==> src/rtl/stream_master_fifo_if.sv <==
// stream_master_fifo_if
//   AXI4-Stream master bus between the output buffer and its downstream sink.
//
//   Handshake: a word moves on the rising clock edge where M_AXIS_TVALID and
//   M_AXIS_TREADY are both 1. Once the master raises TVALID it holds TVALID,
//   TDATA, TSTRB and TLAST unchanged until that transfer edge. The slave may
//   drive TREADY freely, and it may depend on TVALID.
//
//   Signals:
//     M_AXIS_TVALID  master -> slave  word valid
//     M_AXIS_TDATA   master -> slave  payload
//     M_AXIS_TSTRB   master -> slave  byte strobes (all ones)
//     M_AXIS_TLAST   master -> slave  last word of a packet
//     M_AXIS_TREADY  slave -> master  sink accepts
interface stream_master_fifo_if #(
    parameter int C_M_AXIS_TDATA_WIDTH = 32
);
    logic                              M_AXIS_TVALID;
    logic [C_M_AXIS_TDATA_WIDTH-1:0]   M_AXIS_TDATA;
    logic [C_M_AXIS_TDATA_WIDTH/8-1:0] M_AXIS_TSTRB;
    logic                              M_AXIS_TLAST;
    logic                              M_AXIS_TREADY;

    modport master (
        output M_AXIS_TVALID,
        output M_AXIS_TDATA,
        output M_AXIS_TSTRB,
        output M_AXIS_TLAST,
        input  M_AXIS_TREADY
    );

    modport slave (
        input  M_AXIS_TVALID,
        input  M_AXIS_TDATA,
        input  M_AXIS_TSTRB,
        input  M_AXIS_TLAST,
        output M_AXIS_TREADY
    );
endinterface

==> src/rtl/stream_master_fifo.sv <==
// stream_master_fifo
//   AXI4-Stream master output buffer. Filter results arrive on a simple
//   valid/data/last write port, are held in a DEPTH-entry first-word-fall-
//   through FIFO and leave on the M_AXIS bus. Provides registered almost-full
//   backpressure (is_ready), an occupancy count, sticky overflow with drop,
//   and an optional store-and-forward packet mode.
//
//   Ports:
//     M_AXIS_ACLK     clock for all logic
//     M_AXIS_ARESET   synchronous active-high reset
//     m_axis          AXI4-Stream master bus (stream_master_fifo_if.master)
//     in_valid        write strobe
//     in_data         write payload
//     in_last         final word of a packet
//     is_ready        registered permission for the upstream to write
//     level           current occupancy, 0..DEPTH
//     overflow        sticky, set when a write is dropped on a full FIFO
//     clr_overflow    clears overflow (a simultaneous drop wins)
module stream_master_fifo #(
    parameter int C_M_AXIS_TDATA_WIDTH = 32,
    parameter int DEPTH                = 32,
    parameter int AFULL_MARGIN         = 2,
    parameter int PACKET_MODE          = 0
) (
    input  logic                            M_AXIS_ACLK,
    input  logic                            M_AXIS_ARESET,
    stream_master_fifo_if.master            m_axis,
    input  logic                            in_valid,
    input  logic [C_M_AXIS_TDATA_WIDTH-1:0] in_data,
    input  logic                            in_last,
    output logic                            is_ready,
    output logic [$clog2(DEPTH):0]          level,
    output logic                            overflow,
    input  logic                            clr_overflow
);
    localparam int AW = $clog2(DEPTH);
    localparam int PW = AW + 1;
    localparam logic [PW-1:0] READY_LIMIT = PW'(DEPTH - AFULL_MARGIN);

    logic [C_M_AXIS_TDATA_WIDTH-1:0] mem_data [DEPTH];
    logic                            mem_last [DEPTH];

    // Pointers carry one extra wrap bit so full and empty differ only there.
    logic [PW-1:0] wptr;
    logic [PW-1:0] rptr;
    logic [PW-1:0] pkt_cnt;
    logic [PW-1:0] wptr_next;
    logic [PW-1:0] rptr_next;
    logic [PW-1:0] level_next;

    logic                            empty;
    logic                            full;
    logic                            wr_en;
    logic                            rd_en;
    logic                            tvalid;
    logic                            head_last;
    logic [C_M_AXIS_TDATA_WIDTH-1:0] head_data;
    logic                            pkt_inc;
    logic                            pkt_dec;

    assign empty = (wptr == rptr);
    assign full  = (wptr[AW-1:0] == rptr[AW-1:0]) && (wptr[AW] != rptr[AW]);

    assign head_data = mem_data[rptr[AW-1:0]];
    assign head_last = mem_last[rptr[AW-1:0]];

    // Packet mode waits for a complete packet, except when the FIFO is full:
    // a packet longer than DEPTH could never complete, so it streams through.
    always_comb begin
        tvalid = !empty;
        if (PACKET_MODE != 0) begin
            tvalid = !empty && ((pkt_cnt != '0) || full);
        end
    end

    // Full is judged on pre-edge state, so a write into a full FIFO is dropped
    // even when a read frees an entry at the same edge.
    assign wr_en = in_valid && !full;
    assign rd_en = tvalid && m_axis.M_AXIS_TREADY;

    assign wptr_next  = wptr + PW'(wr_en);
    assign rptr_next  = rptr + PW'(rd_en);
    assign level_next = wptr_next - rptr_next;
    assign level      = wptr - rptr;

    assign pkt_inc = wr_en && in_last;
    assign pkt_dec = rd_en && head_last;

    assign m_axis.M_AXIS_TVALID = tvalid;
    assign m_axis.M_AXIS_TDATA  = tvalid ? head_data : '0;
    assign m_axis.M_AXIS_TLAST  = tvalid && head_last;
    assign m_axis.M_AXIS_TSTRB  = '1;

    always_ff @(posedge M_AXIS_ACLK) begin
        if (M_AXIS_ARESET) begin
            wptr     <= '0;
            rptr     <= '0;
            pkt_cnt  <= '0;
            overflow <= 1'b0;
            is_ready <= 1'b0;
        end else begin
            wptr     <= wptr_next;
            rptr     <= rptr_next;
            // Looks at post-edge occupancy; still one cycle behind the
            // upstream's view, which AFULL_MARGIN has to absorb.
            is_ready <= (level_next < READY_LIMIT);
            if (in_valid && full) begin
                overflow <= 1'b1;
            end else if (clr_overflow) begin
                overflow <= 1'b0;
            end
            case ({pkt_inc, pkt_dec})
                2'b10:   pkt_cnt <= pkt_cnt + 1'b1;
                2'b01:   pkt_cnt <= pkt_cnt - 1'b1;
                default: pkt_cnt <= pkt_cnt;
            endcase
        end
    end

    // Storage is deliberately not reset; the pointers define what is valid.
    always_ff @(posedge M_AXIS_ACLK) begin
        if (wr_en) begin
            mem_data[wptr[AW-1:0]] <= in_data;
            mem_last[wptr[AW-1:0]] <= in_last;
        end
    end
endmodule
==> src/flat_wrapper.sv <==
// flat-port wrapper written by rule: the top's interface ports become plain ports
module stream_master_fifo_flat 
#(
    parameter int C_M_AXIS_TDATA_WIDTH = 32,
    parameter int DEPTH                = 32,
    parameter int AFULL_MARGIN         = 2,
    parameter int PACKET_MODE          = 0
)
  (M_AXIS_ACLK, M_AXIS_ARESET, in_valid, in_data, in_last, is_ready, level, overflow, clr_overflow, m_axis_M_AXIS_TVALID, m_axis_M_AXIS_TDATA, m_axis_M_AXIS_TSTRB, m_axis_M_AXIS_TLAST, m_axis_M_AXIS_TREADY);
  stream_master_fifo_if #(.C_M_AXIS_TDATA_WIDTH(C_M_AXIS_TDATA_WIDTH)) m_axis_i ();
  input  logic M_AXIS_ACLK;
  input  logic M_AXIS_ARESET;
  input  logic in_valid;
  input  logic [C_M_AXIS_TDATA_WIDTH-1:0] in_data;
  input  logic in_last;
  output logic is_ready;
  output logic [$clog2(DEPTH):0] level;
  output logic overflow;
  input  logic clr_overflow;
  output wire logic [$bits(m_axis_i.M_AXIS_TVALID)-1:0] m_axis_M_AXIS_TVALID;
  output wire logic [$bits(m_axis_i.M_AXIS_TDATA)-1:0] m_axis_M_AXIS_TDATA;
  output wire logic [$bits(m_axis_i.M_AXIS_TSTRB)-1:0] m_axis_M_AXIS_TSTRB;
  output wire logic [$bits(m_axis_i.M_AXIS_TLAST)-1:0] m_axis_M_AXIS_TLAST;
  input wire logic [$bits(m_axis_i.M_AXIS_TREADY)-1:0] m_axis_M_AXIS_TREADY;
  assign m_axis_M_AXIS_TVALID = m_axis_i.M_AXIS_TVALID;
  assign m_axis_M_AXIS_TDATA = m_axis_i.M_AXIS_TDATA;
  assign m_axis_M_AXIS_TSTRB = m_axis_i.M_AXIS_TSTRB;
  assign m_axis_M_AXIS_TLAST = m_axis_i.M_AXIS_TLAST;
  assign m_axis_i.M_AXIS_TREADY = m_axis_M_AXIS_TREADY;
  stream_master_fifo #(.C_M_AXIS_TDATA_WIDTH(C_M_AXIS_TDATA_WIDTH), .DEPTH(DEPTH), .AFULL_MARGIN(AFULL_MARGIN), .PACKET_MODE(PACKET_MODE)) u_core (.M_AXIS_ACLK(M_AXIS_ACLK), .M_AXIS_ARESET(M_AXIS_ARESET), .m_axis(m_axis_i), .in_valid(in_valid), .in_data(in_data), .in_last(in_last), .is_ready(is_ready), .level(level), .overflow(overflow), .clr_overflow(clr_overflow));
endmodule
==> config.mk <==
export PLATFORM = sky130hd
export DESIGN_NAME = stream_master_fifo_flat
export DESIGN_NICKNAME = d
export VERILOG_FILES = /design/src/rtl/stream_master_fifo_if.sv /design/src/rtl/stream_master_fifo.sv /design/src/flat_wrapper.sv
export SDC_FILE = /design/constraint.sdc
export NUM_CORES = 1
export LEC_CHECK = 0
export ABC_CLOCK_PERIOD_IN_PS = 5400
export BUFFER_PORTS_ARGS = -buffer_cell sky130_fd_sc_hd__buf_2
export CORE_MARGIN = 1.5
export CORE_UTILIZATION = 50
export DETAILED_ROUTE_END_ITERATION = 8
export GPL_ROUTABILITY_DRIVEN = 1
export PLACE_DENSITY = 0.65
export SYNTH_ARGS = -nofsm -noshare
export SYNTH_HDL_FRONTEND = slang
export SYNTH_SLANG_ARGS = --single-unit
==> constraint.sdc <==
create_clock -name M_AXIS_ACLK -period 5.4 [get_ports M_AXIS_ACLK]
set_clock_uncertainty 0.15 [all_clocks]
set_input_delay 0.54 -clock M_AXIS_ACLK [delete_from_list [all_inputs] [get_ports M_AXIS_ACLK]]
set_output_delay 0.54 -clock M_AXIS_ACLK [all_outputs]
set_load 0.02 [all_outputs]
**Yosys cells after proc, flatten, opt, wreduce, memory -nomap -nowiden**

Memories as Yosys holds them, arrays and structs flattened. A register that Yosys moved wholly into a read port is not among the register bits.
Cells that the tools add are included.

- Input bits: 38
- Register bits: 14
- Output and inout port bits: 46
- Memories: 2
- Word-level logic and storage cells: 29
- RAM bits: 1056

- $add $sub $neg: 4
- Reduce and logical (&&, ||, !) cells: 8
- Order comparisons: 1
- Eq/ne operators: 3
- Multiplexer cells: 7

Memory list:

| memory | words | width | read ports | clocked after memory_dff | wr ports | line | RTL |
|---|---|---|---|---|---|---|---|
| u_core.mem_data | 32 | 32 | 1 | 1 | 1 | stream_master_fifo.sv:40 | `logic [C_M_AXIS_TDATA_WIDTH-1:0] mem_data [DEPTH];` |
| u_core.mem_last | 32 | 1 | 1 | 1 | 1 | stream_master_fifo.sv:41 | `logic mem_last [DEPTH];` |

Operators by type and width:

| operator | count |
|---|---|
| two-way mux 32 bit | 1 |
| adder 6 x 1 -> 6 bit | 2 |
| subtractor 6 bit | 2 |
| two-way mux 5 bit | 2 |
| == test 6 bit | 1 |
| less-than comparator 6 x 5 -> 1 bit (second input constant) | 1 |
| == test 5 bit | 1 |
| logical AND 1 bit | 5 |
| two-way mux 1 bit | 4 |
| zero test 1 bit | 2 |
| nonzero test 2 bit | 1 |
| inequality test 1 bit | 1 |

**Logic depth before layout (Yosys ltp)**

- Depth after elaboration: 7
- Gate-level depth with buffers: 17
- Depth with buffers taken out: 14

**Least setup slack after synthesis**

Ideal clock, no wire load.

- Path kind: register -> register
- Start: register u_core.rptr[1]
- End: memory u_core.mem_data[12][0] (enable)
- Clock period less this slack: 4.221 ns
- Library setup time: 0.423 ns
- Arrival: 3.648 ns
- Stages on the path, launching flop included: 10
- Setup slack: 1.179 ns
- Cells stage by stage: dfxtp_1 -> buf_2 -> inv_2 -> clkbuf_1 -> clkbuf_1 -> ha_1 -> and4_1 -> a31oi_1 -> nand3_1 -> nor2_1

- Cells in the longest elaborated chain, start to end: 6

RTL lines:

| what | line | RTL |
|---|---|---|
| start: declaration | stream_master_fifo.sv:45 | `logic [PW-1:0] rptr;` |
| start signal: assignment | stream_master_fifo.sv:103 | `rptr <= rptr_next;` |
| == test 5 bit | stream_master_fifo.sv:62 | `assign full = (wptr[AW-1:0] == rptr[AW-1:0]) && (wptr[AW] != rptr[AW]);` |
| logical AND 1 bit | stream_master_fifo.sv:62 |  |
| zero test 1 bit | stream_master_fifo.sv:78 | `assign wr_en = in_valid && !full;` |
| logical AND 1 bit | stream_master_fifo.sv:78 |  |
| two-way mux 1 bit | stream_master_fifo.sv:122 | `if (wr_en) begin` |
| two-way mux 1 bit (implied by the code) | stream_master_fifo.sv:123 | `mem_data[wptr[AW-1:0]] <= in_data;` |
| end: declaration | stream_master_fifo.sv:40 |  |

No other way between the ends.

**Final worst setup path**

- Start: register u_core.rptr[2]
- End: output port m_axis_M_AXIS_TDATA[3]

- Cells in the longest elaborated chain, start to end: 2

RTL lines:

| what | line | RTL |
|---|---|---|
| == test 6 bit | stream_master_fifo.sv:61 | `assign empty = (wptr == rptr);` |
| two-way mux 32 bit | stream_master_fifo.sv:90 | `assign m_axis.M_AXIS_TDATA = tvalid ? head_data : '0;` |
| end: declaration | flat_wrapper.sv:21 | `output wire logic [$bits(m_axis_i.M_AXIS_TDATA)-1:0] m_axis_M_AXIS_TDATA;` |

No other way between the ends.

==> flow_summary.yaml <==
status:
  status: "completed"
global_route:
  overflow: 0
  grt_pass1_vias: 21400
  track_usage: 0.243
  grt_pass1_wl_um: 149000
  antenna_found_initial: 6
  grt_max_degree: 151
power:
  p_sw_uw: 4420
  comb_power_share: 0.120
  p_per_area_nw_per_um2: 401
  ir_drop_mv: 0.280
  p_seq_frac: 0.488
  intPower_uw: 14500
  clkPwrFrac: 0.391
  p_leak_uw: 0.0149
  swShare: 0.234
die:
  core_area_um2: 82200
  die_w_um: 292
  initial_utilization: 0.506
  dieArea_um2: 85000
  io_pins: 84
  num_rows: 105
  die_height_um: 292
sta:
  slew_violations: 0
  rsz0062_at_grt: "false"
  finalHoldViolations: 0
  slew_headroom: 0.173
  layout_min_cycle_time_ns: 4.99
  worst_pin_slew_ns: 1.24
  fmax_mhz: 201
  period_share: 0.923
  setup_violations: 0
  setup_tns_ns: 0
place:
  dpl_cell_area_um2: 43500
  hpwlAfterDp_um: 55500
  place.gp.congestion: 0.802
  numPortBuffers: 79
synth:
  synth-seq-cells: 1070
  syn_inst: 2091
  yosysWarningCount: 0
  synth_cell_types: 38
  synth_top_family_by_area: "multiplexers"
  synthMuxAreaShare: 0.143
  netlist_area_um2: 41600
  syn_area_per_cell_um2: 19.9
  synth-simple-area-share: 0.0390
  seq_area_frac_synth: 0.768
  synth_compound_area_frac: 0.0237
  synth-adder-area-share: 0.00487
  yosys.area_share.xor_xnor: 0.00273
clock_network:
  cts.sinks: 1070
  path_clk_slew_ns: 0.06
  cts_max_path_buffers: 3
  tritoncts: "built"
  htree_levels: 3
  cts_buffers: 107
  post_cts_resized: 0
  insertion_delay_ns: 0.66
  cts_root_buf: "clkbuf_16"
worst_setup_path:
  critical_path_class: "reg2out"
  cp_max_fo: 150
  r2r_end: "u_core.mem_data[10][8]"
  rr_startpoint: "u_core.rptr[2]"
  crit_arrival_ns: 4.30
  required_ns: 4.71
  ff2ff_path_depth: 7
  worstSetupEndpointType: "output pin"
  r2r_setup_slack_ns: 0.53
  startpoint_type: "flip-flop"
hold_path:
  hp-class: "in2reg"
  hold_depth: 2
  hp-start: "M_AXIS_ARESET"
  hold_end: "u_core.rptr[4]"
cells_and_area:
  stdcell_area_um2: 47000
  syn_to_final_growth_pct: 12.9
  drive_gt1_frac: 0.256
  nets: 2273
route:
  drt_first_pass_iters: 7
  route.vias.total: 20700
  avgViaCountPerCell: 6.13
  routed_wl_um: 101000
  drtIter0Drc: 2271
  wire_per_inst_um: 29.9
  drc: 0
  ant_nets: 0
flow_run:
  cap_viol_max_count: 0
-- area by class of cell --
class                      count  area (um2)
tap                         1070        1340
multi-input combinational    892        9140
inverter                      14        55.1
clock inverter                61         652
antenna                        2        5.00
sequential                  1070       32000
fill                        6051       35200
clock buffer                 136        2830
timing repair buffer         135         993
-- cells in the mapped netlist --
library cell	number	area, um2
clkbuf_1	42	158
a21boi_0	1	7.51
buf_4	4	30.0
nand4_1	1	6.26
xnor2_1	8	70.1
nor3_1	1	5.00
dfxtp_1	14	280
a31oi_1	1	6.26
nand2_1	338	1270
or3b_2	2	17.5
buf_1	13	48.8
a31o_2	2	17.5
or3_1	3	18.8
buf_6	29	327
and4_1	1	8.76
and2_1	4	25.0
or4_1	1	7.51
nand3b_1	3	22.5
nand3_1	12	60.1
ha_1	13	163
xor2_1	5	43.8
o21ai_0	5	25.0
nor2b_1	4	25.0
o22ai_1	33	206
inv_1	13	48.8
fa_1	2	40.0
inv_2	1	3.75
o211ai_1	2	15.0
mux4_2	264	5950
buf_2	30	150
nor2_1	39	146
nand2b_1	2	12.5
conb_1	1	3.75
a21o_1	2	15.0
a21oi_1	137	686
edfxtp_1	1056	31700
a311oi_1	1	8.76
mux2i_1	1	10.0
-- registers in the layout, summed over array words and instances (netlist names) --
register	cells
u_core.is_ready	1
u_core.mem_last	32
u_core.rptr	6
u_core.overflow	1
u_core.wptr	6
u_core.mem_data	1024
-- power by group through the flow --
stage / registers, uW / logic [uW] / clock network (uW)
after floorplan: 9370 / 1680 / 0
after global placement: 9390 / 2300 / 0
after detailed placement: 9390 / 2310 / 0
after CTS: 9220 / 2310 / 7470
after global routing: 9220 / 2450 / 7770
final: 9220 / 2270 / 7390
-- stage by stage --
step | hold WS, ns | utilization | instances | setup slack (ns) | total power, uW
6_report | 0.0685 | 0.572 | 3380 | 0.414 | 18900
2_1_floorplan | 0.354 | - | 2094 | 1.18 | 11100
4_1_cts | 0.0293 | 0.572 | 3378 | 0.329 | 19000
3_3_place_gp | 0.314 | 0.529 | 3180 | 0.513 | 11700
5_1_grt | 0.0736 | 0.572 | 3378 | 0.266 | 19400
3_5_place_dp | 0.314 | 0.529 | 3180 | 0.543 | 11700
-- cell usage in the layout (no fill, tap or decap), types with 3 or more instances in the layout --
| master | count |
|---|---|
| inv_6 | 5 |
| conb_1 | 4 |
| nor2b_1 | 4 |
| buf_12 | 14 |
| bufinv_16 | 13 |
| clkbuf_16 | 109 |
| or3_1 | 3 |
| nand3b_1 | 3 |
| clkinv_2 | 16 |
| o21ai_0 | 5 |
| clkbuf_1 | 27 |
| mux4_2 | 264 |
| edfxtp_1 | 1056 |
| buf_2 | 79 |
| a21oi_1 | 137 |
| clkinvlp_4 | 4 |
| nand2_1 | 336 |
| nand3_1 | 12 |
| nor2_4 | 32 |
| buf_4 | 41 |
| clkinv_1 | 21 |
| nor2_1 | 7 |
| dfxtp_1 | 10 |
| o22ai_1 | 33 |
| dfxtp_4 | 4 |
| ha_1 | 13 |
| xnor2_1 | 8 |
| xor2_1 | 5 |
| inv_1 | 13 |
| and2_1 | 4 |
-- how the worst max path moves through the flow --
stage	start	end	slack, ns	cells past startpoint
final	u_core.rptr[2]	m_axis_M_AXIS_TDATA[3]	0.41	8
after global routing	u_core.rptr[2]	m_axis_M_AXIS_TDATA[3]	0.27	8
after CTS	u_core.rptr[2]	m_axis_M_AXIS_TDATA[3]	0.33	8
after detailed placement	u_core.rptr[2]	u_core.mem_data[10][8]	0.54	7
after global placement	u_core.rptr[2]	u_core.mem_data[10][7]	0.51	7
after floorplan	u_core.rptr[1]	u_core.mem_data[12][0]	1.18	9
-- routing by layer --
layer | up-vias | share of wire | GRT usage
met5 | - | 0.00022 | 0
met4 | 4 | 0.028 | 0.0723
met3 | 150 | 0.066 | 0.0327
met2 | 847 | 0.49 | 0.397
met1 | 11100 | 0.41 | 0.344
li1 | 8661 | - | -
-- cell families (layout without fill, tap and decap cells) --
family,count (synthesis),count (layout)
compound gates,184,184
xor+xnor,13,13
fa+ha+maj,15,15
buf+inv,132,346
flops,1070,1070
mux,265,265
other cells,1,6
simple gates,411,411
-- timing repair --
item,in CTS,in global routing
hold buffers,1,0
hold endpoints to repair,1,0
setup buffers,0,0
-- worst max-delay path, stage by stage (launching register included) --
cell	delay [ns]
dfxtp_4	0.71
buf_12	0.63
buf_4	0.63
mux4_2	0.30
nand2_1	0.07
nand2_1	0.11
a21oi_1	0.09
o22ai_1	0.50
buf_2	0.27
No activity file was read; power rests on OpenSTA's default activity.
